## src/rtl/decoder_sel_sequencer.sv

```systemverilog
// Timed 3-bit select-code sweeper feeding a 3-to-8 decoder (x = MSB, z = LSB).
// Define SCAN_BOUNCE_EN to append a reverse pass (SWEEP_B) after the first pass.
module decoder_sel_sequencer #(
  parameter int unsigned TICK_DIV = 50
) (
  input  logic clk,
  input  logic reset,
  input  logic start,
  input  logic up_down,
  input  logic hold,
  output logic x,
  output logic y,
  output logic z,
  output logic busy,
  output logic step,
  output logic done
);

  localparam int unsigned CntW = (TICK_DIV > 1) ? $clog2(TICK_DIV) : 1;
  localparam logic [CntW-1:0] CntMax = CntW'(TICK_DIV - 1);

  typedef enum logic [1:0] {
    StIdle,
    StSweepA,
    StSweepB
  } state_e;

  state_e          state_q, state_d;
  logic [CntW-1:0] cnt_q, cnt_d;
  logic [2:0]      code_q, code_d;
  logic            dir_q, dir_d;
  logic            busy_q, busy_d;
  logic            step_q, step_d;
  logic            done_q, done_d;
  logic            last_code;

  // End of the current pass depends on the latched (possibly inverted) direction.
  assign last_code = dir_q ? (code_q == 3'd7) : (code_q == 3'd0);

  always_comb begin
    state_d = state_q;
    cnt_d   = cnt_q;
    code_d  = code_q;
    dir_d   = dir_q;
    busy_d  = busy_q;
    step_d  = 1'b0;
    done_d  = 1'b0;

    unique case (state_q)
      StIdle: begin
        if (start) begin
          state_d = StSweepA;
          code_d  = up_down ? 3'd0 : 3'd7;
          cnt_d   = '0;
          dir_d   = up_down;
          busy_d  = 1'b1;
        end
      end
      StSweepA, StSweepB: begin
        if (!hold) begin
          if (cnt_q == CntMax) begin
            cnt_d = '0;
            if (!last_code) begin
              code_d = dir_q ? (code_q + 3'd1) : (code_q - 3'd1);
              step_d = 1'b1;
`ifdef SCAN_BOUNCE_EN
            end else if (state_q == StSweepA) begin
              // End value is held for a second dwell on the way back.
              state_d = StSweepB;
              dir_d   = ~dir_q;
              step_d  = 1'b1;
`endif
            end else begin
              state_d = StIdle;
              busy_d  = 1'b0;
              done_d  = 1'b1;
            end
          end else begin
            cnt_d = cnt_q + CntW'(1);
          end
        end
      end
      default: state_d = StIdle;
    endcase
  end

  always_ff @(posedge clk or posedge reset) begin
    if (reset) begin
      state_q <= StIdle;
      cnt_q   <= '0;
      code_q  <= 3'd0;
      dir_q   <= 1'b1;
      busy_q  <= 1'b0;
      step_q  <= 1'b0;
      done_q  <= 1'b0;
    end else begin
      state_q <= state_d;
      cnt_q   <= cnt_d;
      code_q  <= code_d;
      dir_q   <= dir_d;
      busy_q  <= busy_d;
      step_q  <= step_d;
      done_q  <= done_d;
    end
  end

  assign x    = code_q[2];
  assign y    = code_q[1];
  assign z    = code_q[0];
  assign busy = busy_q;
  assign step = step_q;
  assign done = done_q;

endmodule

```

## config.mk

```make
export PLATFORM = sky130hd
export DESIGN_NAME = decoder_sel_sequencer
export DESIGN_NICKNAME = d
export VERILOG_FILES = /design/src/rtl/decoder_sel_sequencer.sv
export SDC_FILE = /design/constraint.sdc
export NUM_CORES = 1
export LEC_CHECK = 0
export BUFFER_PORTS_ARGS = -buffer_cell sky130_fd_sc_hd__buf_4
export CORE_AREA = 2 2 43 45
export DETAILED_ROUTE_END_ITERATION = 10
export DIE_AREA = 0 0 45 47
export SLEW_MARGIN = 5
export SYNTH_ARGS = -nofsm -noshare
export SYNTH_HDL_FRONTEND = slang
export SYNTH_SLANG_ARGS = --single-unit
```

## constraint.sdc

```tcl
create_clock -name clk -period 3.4 [get_ports clk]
set_clock_uncertainty 0.1 [all_clocks]
set_input_delay 0.34 -clock clk [delete_from_list [all_inputs] [get_ports clk]]
set_output_delay 0.34 -clock clk [all_outputs]
set_load 0.01 [all_outputs]
```

Yosys cells after proc, flatten, opt, wreduce, memory -nomap -nowiden
Index checks and enable logic that the tools add are counted.
{"block": "classes", "n_addsub": 3, "n_eq_ne": 9, "n_mux": 30, "reduce_logical": 9}
{"op": "$mux 3", "count": 6}
{"op": "$mux 6", "count": 3}
{"op": "$mux 1", "count": 13}
{"op": "$pmux 6 s2", "count": 1}
{"op": "$ne 2x2->1 const B", "count": 5}
{"op": "$reduce_and 5->1", "count": 2}
{"op": "$mux 2", "count": 4}
{"op": "$add 6x1->6 const B", "count": 1}
{"op": "$eq 6x6->1 const B", "count": 1}
{"op": "$pmux 3 s2", "count": 1}
{"op": "$pmux 2 s2", "count": 1}
{"op": "$reduce_and 4->1", "count": 1}
{"op": "$add 3x1->3 const B", "count": 1}
{"op": "$eq 3x3->1 const B", "count": 1}
{"op": "$logic_not 3->1", "count": 1}
{"op": "$reduce_and 3->1", "count": 1}
{"op": "$sub 3x1->3 const B", "count": 1}
{"op": "$eq 2x1->1 const B", "count": 1}
{"op": "$eq 2x2->1 const B", "count": 1}
{"op": "$logic_not 2->1", "count": 1}
{"op": "$pmux 1 s2", "count": 1}
{"op": "$reduce_and 2->1", "count": 1}
{"op": "$reduce_bool 2->1", "count": 1}
{"op": "$reduce_or 2->1", "count": 1}
{"block": "word_totals", "reg_bits": 15, "out_inout_bits": 6}

Depth between registers and ports, before layout
Gate-level depths: netlist of the first run.
{"block": "depth", "depth_word": 6, "depth_mapped": 6}

Least setup slack after synthesis of the first run
No wires, ideal clock.
{"block": "synth_path", "path_type": "reg2reg", "start": "register dir_q", "end": "register code_q[2]", "setup_ns": 0.125, "arrival_ns": 1.580, "setup_slack_ns": 1.595, "stages_incl_launch_ff": 7, "n_path_buf": 0, "period_less_slack_ns": 1.805, "path_cell_list": "dfstp_2 > inv_1 > fa_1 > xnor2_1 > xnor2_1 > a21oi_1 > mux2_2"}
{"block": "synth_between", "elab_chain_len": 5}
{"item": "start: declaration", "line_no": "31", "rtl": "logic dir_q, dir_d;"}
{"item": "start signal: assignment", "line_no": "100", "rtl": "dir_q <= dir_d;"}
{"item": "$mux 3", "line_no": "64", "rtl": "code_d = dir_q ? (code_q + 3'd1) : (code_q - 3'd1);"}
{"item": "$mux 3", "line_no": "63", "rtl": "if (!last_code) begin"}
{"item": "$mux 3", "line_no": "61", "rtl": "if (cnt_q == CntMax) begin"}
{"item": "$mux 3", "line_no": "60", "rtl": "if (!hold) begin"}
{"item": "$pmux 3 s2", "line_no": "49", "rtl": "unique case (state_q)"}
{"item": "end signal: assignment", "line_no": "99", "rtl": "code_q <= code_d;"}
{"item": "end: declaration", "line_no": "30", "rtl": "logic [2:0] code_q, code_d;"}
Parallel ways exist; a longest one is shown, timed or not. The select of a mux whose other input is x is not followed.
A chain may end at the register's enable or synchronous reset.

Worst setup path in the final report of the first run
Ends and elaborated chain as after synthesis.

==> results of run 1 <==
-- routing by layer --
metal | GRT usage | vias up
li1 | - | 271
met1 | 0.167 | 259
met2 | 0.217 | 15
met3 | 0.0346 | 4
met4 | 0.0882 | 0
met5 | 0 | -
-- sequential cells by signal, indices dropped and copies added (netlist names) --
signal and flops:
cnt_q 6, dir_q 1, code_q 3, busy 1
done 1, step 1
-- area by class of cell --
type | instances | area, um2 | area share
clock buffer | 4 | 26.3 | 0.0321
tap | 17 | 21.3 | 0.0260
multi-input combinational | 50 | 345 | 0.421
timing repair buffer | 11 | 85.1 | 0.104
inverter | 4 | 15.0 | 0.0183
sequential | 13 | 327 | 0.398
-- worst max-delay path: stages (launching register included) --
cell and delay (ns):
dfstp_2 0.57, inv_1 0.07, fa_1 0.38, xnor2_1 0.19
xnor2_1 0.13, a21oi_1 0.08, mux2_2 0.27
-- layout by cell type, fill, tap and decap left out --
master,n
inv_1,4
nand2b_1,1
dlygate4sd3_1,1
a31o_2,1
ha_1,2
o21a_1,1
fa_1,1
mux2_2,3
nor2_1,4
clkbuf_4,3
o2bb2ai_2,1
nor3_1,1
a311oi_1,1
nand4b_1,2
dfrtp_1,12
or4_1,1
xnor2_1,2
and2b_2,1
nand2_1,7
nand4_1,1
clkbuf_1,1
nor2b_1,3
and2_2,1
nand3_1,1
nor4_1,1
a41oi_1,1
dfstp_2,1
o31ai_1,2
o21ai_0,6
a21oi_1,5
buf_4,10
-- where the power goes --
part / total, uW / switching, uW / internal (uW) / leakage (uW)
Combinational: 121 / 55.7 / 65.5 / 0.000188
Clock: 97.2 / 51.7 / 45.5 / 0.0000150
Sequential: 240 / 49.5 / 191 / 0.000160
Total: 459 / 157 / 302 / 0.000363
-- cells by family after synthesis --
kind of cell | synth area share
compound gates | 0.171
xor+xnor | 0.0252
fa+ha+maj | 0.0649
buf+inv | 0.0324
flops | 0.470
mux | 0.0486
simple gates | 0.187
-- path summary, 6_finish.rpt --
path                               start   endpoint  cells past startpoint
worst max-delay path               dir_q  code_q[2]                      6
worst min-delay path             up_down      dir_q                      3
worst max register to register     dir_q  code_q[2]                      6
max in group asynchronous          reset      dir_q                      3
worst min register to register  cnt_q[4]   cnt_q[4]                      1
min in group asynchronous          reset   cnt_q[3]                      3
-- metrics by stage --
step	setup WS [ns]	instances
global route	1.42	99
global placement	1.55	94
CTS	1.51	99
detailed placement	1.52	94
floorplan	1.59	68
finish	1.51	99
==> results.toml, run 1 <==
[outcome]
status = "finished clean"

[yosys]
syn_area_um2 = 694
yosysUniqueCellTypes = 28
synthFlopType = "dfrtp_1"
synth_most_common_cell = "dfrtp_1"
synth_edf_count = 0
synth-seq-area-share = 0.470
ys_ff_latch = 13
synth_top_cells_by_count = "dfrtp_1 (12), nand2_1 (7), o21ai_0 (6)"
synth_warnings = 0
syn_nets = 76
synth_top_cell_area_share = 0.432
avgSynthCellArea_um2 = 10.2
syn_inst = 68
yosysTopAreaCell = "dfrtp_1"
async_flop_share = 1.00
synth_area_leaders = "dfrtp_1 (43%), mux2_2 (4.9%), o21ai_0 (4.3%)"

[clock_tree]
cts_tree = "built"
cts_resized = 0
cts_made_buffers = 3
clockRootBuffer = "clkbuf_4"
htree_levels = 1
cts_sinks = 13
clock_path_buffers = 2
cts_hold_buf = 1
insertion_delay_ns = 0.28
post_cts_buffers = 0
clk_pin_slew_ns = 0.08

[drt]
avgViaCountPerCell = 5.55
dr_wl_met2_um = 602
dr.first_iter.drc_count = 10
vias = 549
drt_pre_antenna_iters = 4
dr.max_layer_used = "met4"
dr_wl_met3_um = 60
drc = 0
wl_met1_um = 645
antenna_left = 0
wl_per_cell_um = 13.4
wl_um = 1330

[sta]
whs_ns = 0.182
rsz0062_at_grt = "false"
final_max_slew_viol_count = 0
fin_setup_tns_ns = 0
finalSetupViolCount = 0
fin_crit_sh = 0.557
hold_viol_final = 0
worstMarginPinSlew_ns = 0.507
slew_headroom = 0.661
timing.fmax_ghz = 0.528
period_needed_ns = 1.89

[worst_setup_path]
path_max_fanout = 4
arrival_ns = 1.96
crit_type = "reg2reg"
rrSetupSlack_ns = 1.51
crit_required_ns = 3.47
crit_path_start_kind = "flip-flop"
cp-end-kind = "flip-flop"

[final_layout]
nFillCells = 161
finish.utilization = 0.496
nets = 91
final_layout_size_suffix_gt1_frac = 0.256
fin_area_um2 = 820
antennaDiodeCount = 0
syn_to_final_growth_pct = 18.0

[placement]
port_buffers = 10
placed_area_um2 = 783
hpwlAfterDp_um = 949
gp_congestion = 0.769

[global_route]
antenna_found_initial = 0
grt_pass1_vias = 460
grt_max_degree = 14
grt.overflow.total = 0
grt_pass1_wl_um = 1990
grt_usage = 0.137

[die]
fp.dieW_um = 45
initial_utilization = 0.420
rows = 15
core_mm2 = 0.00165
io-pin-count = 11
die_y_um = 47
dieArea_mm2 = 0.00212

[power]
leakage_uw = 0.000363
powerDensity_mw_per_mm2 = 560
vdd_drop_max_mv = 0.293
report.power.total_uw = 459

[run]
maxCapViolations = 0

[hold_path]
hp-class = "in2reg"
Power figures use the tool's default switching activity.
==> run 2: changes to the inputs <==
==> constraint.sdc (replaced) <==
create_clock -name clk -period 1.9 [get_ports clk]
set_clock_uncertainty 0.1 [all_clocks]
set_input_delay 0.19 -clock clk [delete_from_list [all_inputs] [get_ports clk]]
set_output_delay 0.19 -clock clk [all_outputs]
set_load 0.01 [all_outputs]
==> results.toml, run 2 (same netlist as run 1, synthesis figures left out) <==
[final_layout]
antennaDiodeCount = 0
syn_to_final_growth_pct = 22.7
largestRegisters = "cnt_q: 6 flops, code_q: 3 flops"
seq_area_um2 = 328
nets = 94
finish.utilization = 0.516
nFillCells = 157
largest_reg_flops = 6
top_register = "cnt_q"
multi_input_area_um2 = 353
final_common_cell = "buf_4"
fin_area_um2 = 852
final_layout_size_suffix_gt1_frac = 0.329
final_cell_mix = "buf_4 (13), dfrtp_1 (11), nand2_1 (7), o21ai_0 (6), a21oi_1 (5)"

[drt]
vias = 567
drc = 0
antenna_left = 0
wl_um = 1390
drt_pre_antenna_iters = 4
dr.first_iter.drc_count = 15
wl_per_cell_um = 13.6
avgViaCountPerCell = 5.56

[worst_setup_path]
endpoint = "code_q[1]"
arrival_ns = 1.89
startpoint = "code_q[0]"
crit_type = "reg2reg"
path_max_fanout = 6
r2r-end = "code_q[1]"
rrSetupSlack_ns = 0.08
crit_path_start_kind = "flip-flop"
reg2regPathDepth = 4
timing.rr.start = "code_q[0]"
crit_required_ns = 1.97
cp-end-kind = "flip-flop"

[sta]
rsz0062_at_grt = "true"
timing.fmax_ghz = 0.550
slew_headroom = 0.650
worstMarginPinSlew_ns = 0.524
fin_setup_tns_ns = 0
finalSetupViolCount = 0
fin_crit_sh = 0.957
hold_viol_final = 0
period_needed_ns = 1.82
final_max_slew_viol_count = 0

[die]
die_y_um = 47
dieArea_mm2 = 0.00212
fp.dieW_um = 45
initial_utilization = 0.420
rows = 15
io-pin-count = 11
core_mm2 = 0.00165

[hold_path]
min_from = "up_down"
hp-class = "in2reg"

[clock_tree]
cts_tree = "built"
clockRootBuffer = "clkbuf_4"
clk_pin_slew_ns = 0.08
insertion_delay_ns = 0.28
post_cts_buffers = 0
cts_sinks = 13
clock_path_buffers = 2
cts_made_buffers = 3
htree_levels = 1

[global_route]
use_met3 = 0.0346
grt_pass1_wl_um = 2270
grt.overflow.total = 0
grt_max_degree = 14
grt.busiest_layer = "met2"
grt_usage = 0.157
use_met1 = 0.194
grt_pass1_vias = 515
antenna_found_initial = 0
grt_use_met2 = 0.254

[placement]
port_buffers = 10
gp_congestion = 0.796
hpwlAfterDp_um = 995
placed_area_um2 = 806

[power]
powerDensity_mw_per_mm2 = 983
leakage_uw = 0.000380
report.power.total_uw = 837
vdd_drop_max_mv = 0.426

[run]
maxCapViolations = 0

[outcome]
status = "finished clean"
run 2: critical path, cell delays in order, from the launching register on:
cell	delay [ns]
dfrtp_2	0.46
or4_1	0.51
nand2_1	0.13
o2bb2ai_2	0.15
mux2_2	0.36
run 2: worst min path at each step:
stage / end / slack, ns / cells past startpoint
final: dir_q / 0.04 / 3
after global routing: dir_q / 0.06 / 3
after detailed placement: done / 0.16 / 2
after CTS: dir_q / 0.04 / 3
after floorplan: busy / -0.03 / 1
after global placement: done / 0.16 / 2
run 2: final cells by class:
cell class	count	share of cell area
clock buffer	3	0.0264
sequential	13	0.385
multi-input combinational	50	0.414
clock inverter	1	0.00587
inverter	4	0.0176
timing repair buffer	14	0.126
tap	17	0.0250
run 2: per-layer routing:
layer / vias to the layer above / part of all wire / routed length, um
met4: 0 / 0.0086 / 12
li1: 279 / - / -
met1: 269 / 0.47 / 649
met5: - / 0 / 0
met2: 17 / 0.47 / 655
met3: 2 / 0.052 / 72
run 2: through the flow:
| step | cells | worst slack (ns) | hold slack, ns |
|---|---|---|---|
| after floorplan | 68 | 0.0950 | -0.0338 |
| after global placement | 97 | 0.0627 | 0.156 |
| after detailed placement | 97 | 0.0411 | 0.163 |
| after CTS | 102 | 0.0275 | 0.0427 |
| after global routing | 102 | -0.0169 | 0.0636 |
| final | 102 | 0.0809 | 0.0380 |
run 2: power breakdown:
| group | switching, uW | total (uW) | internal [uW] |
|---|---|---|---|
| Clock | 97.6 | 176 | 78.1 |
| Sequential | 79.0 | 421 | 342 |
| Combinational | 110 | 240 | 131 |
run 2: repair_timing:
action                                  CTS  global route
endpoints found under the setup margin    0             3
gates resized for setup                   0             3
hold buffers                              1             0
endpoints found under the hold margin    12             0
==> run 3: changes to the inputs <==
--- a/config.mk
+++ b/config.mk
@@ -9,6 +9,7 @@
 export CORE_AREA = 2 2 43 45
 export DETAILED_ROUTE_END_ITERATION = 10
 export DIE_AREA = 0 0 45 47
+export PLACE_DENSITY_LB_ADDON = 0.1
 export SLEW_MARGIN = 5
 export SYNTH_ARGS = -nofsm -noshare
 export SYNTH_HDL_FRONTEND = slang
==> results.toml, run 3 (same netlist as run 1, synthesis figures left out) <==
[die]
core_mm2 = 0.00165
dieArea_mm2 = 0.00212
initial_utilization = 0.420
io-pin-count = 11
fp.dieW_um = 45
die_y_um = 47
rows = 15

[worst_setup_path]
rrSetupSlack_ns = 0.03
cp-end-kind = "flip-flop"
arrival_ns = 1.93
crit_type = "reg2reg"
crit_required_ns = 1.96
path_max_fanout = 3
crit_path_start_kind = "flip-flop"

[final_layout]
final_layout_size_suffix_gt1_frac = 0.326
seq_area_um2 = 327
multi_input_area_um2 = 368
top_register = "cnt_q"
antennaDiodeCount = 0
largest_reg_flops = 6
final_common_cell = "buf_4"
syn_to_final_growth_pct = 25.6
nFillCells = 155
largestRegisters = "cnt_q: 6 flops, code_q: 3 flops"
fin_area_um2 = 872
nets = 95
finish.utilization = 0.528
final_cell_mix = "buf_4 (14), dfrtp_1 (12), nand2_1 (6), o21ai_0 (6), a21oi_1 (5)"

[drt]
dr_wl_met3_um = 89
avgViaCountPerCell = 5.58
wl_per_cell_um = 13.5
dr.max_layer_used = "met4"
dr.first_iter.drc_count = 35
dr_wl_met2_um = 600
wl_met1_um = 692
drc = 0
antenna_left = 0
drt_pre_antenna_iters = 4
wl_um = 1400
vias = 575

[run]
maxCapViolations = 0

[placement]
gp_congestion = 0.750
port_buffers = 10
placed_area_um2 = 806
hpwlAfterDp_um = 981

[sta]
worstMarginPinSlew_ns = 0.493
fin_setup_tns_ns = 0
fin_crit_sh = 0.985
timing.fmax_ghz = 0.534
final_max_slew_viol_count = 0
finalSetupViolCount = 0
slew_headroom = 0.671
period_needed_ns = 1.87
hold_viol_final = 0

[global_route]
grt.overflow.total = 0
antenna_found_initial = 0
grt_max_degree = 14
grt_pass1_vias = 462
grt_pass1_wl_um = 2080
grt_usage = 0.139

[clock_tree]
cts_tree = "built"
htree_levels = 1
clock_path_buffers = 2
cts_made_buffers = 3
cts_sinks = 13
insertion_delay_ns = 0.27
clk_pin_slew_ns = 0.08
clockRootBuffer = "clkbuf_4"

[power]
report.power.total_uw = 834
vdd_drop_max_mv = 0.501
leakage_uw = 0.000385
powerDensity_mw_per_mm2 = 957

[hold_path]
hp-class = "in2reg"

[outcome]
status = "finished clean"
==> run 3: changes by cell type in the layout (fill, tap and decap cells not counted), sizes merged <==
cell,previous run,this run
buf,13,14
clkbuf,3,4
clkinv,1,0
==> run 3: path summary, 6_finish.rpt <==
kind / start / end / depth (start not counted)
min in group asynchronous: reset / cnt_q[3] / 3
worst min register to register: cnt_q[4] / cnt_q[4] / 1
worst max register to register: dir_q / code_q[0] / 5
max in group asynchronous: reset / dir_q / 3
worst min-delay path: up_down / dir_q / 3
worst max-delay path: dir_q / code_q[0] / 5
==> run 3: worst max-delay path, stage by stage, from the launching register on <==
cell       delay (ns)
dfstp_2          0.39
buf_4            0.13
or4_1            0.54
nand2_2          0.12
o2bb2ai_4        0.14
mux2_2           0.35
==> run 3: repair_timing <==
action | 4_1_cts | 5_1_grt
hold endpoints to repair | 12 | 0
setup endpoints to repair | 0 | 1
buffers inserted | 0 | 1
resized for setup | 0 | 4
hold buffers | 1 | 0
==> run 3: final cells by class <==
| cell class | count | share of cell area |
|---|---|---|
| Clock buffer | 4 | 0.0301 |
| Inverter | 4 | 0.0172 |
| Tap cell | 17 | 0.0244 |
| Sequential cell | 13 | 0.374 |
| Timing Repair Buffer | 15 | 0.132 |
| Multi-Input combinational cell | 50 | 0.422 |
==> run 3: stage by stage <==
stage | setup WS, ns | hold slack [ns] | cells
after floorplan | 0.0950 | -0.0338 | 68
after global placement | 0.0623 | 0.153 | 97
after detailed placement | 0.0233 | 0.155 | 97
after CTS | 0.0176 | 0.0550 | 102
after global routing | -0.00649 | 0.0626 | 103
final | 0.0277 | 0.0605 | 103
==> run 3: where the power goes <==
group / switching [uW] / total (uW) / leakage [uW] / internal [uW]
logic: 106 / 233 / 0.000211 / 126
registers: 85.5 / 427 / 0.000160 / 342
clock network: 93.5 / 175 / 0.0000150 / 81.2
total: 285 / 834 / 0.000385 / 549
==> run 3: layer usage <==
metal / vias to the layer above / GRT usage
li1: 280 / -
met1: 272 / 0.211
met2: 21 / 0.189
met3: 2 / 0.0346
met4: 0 / 0.0529
met5: - / 0
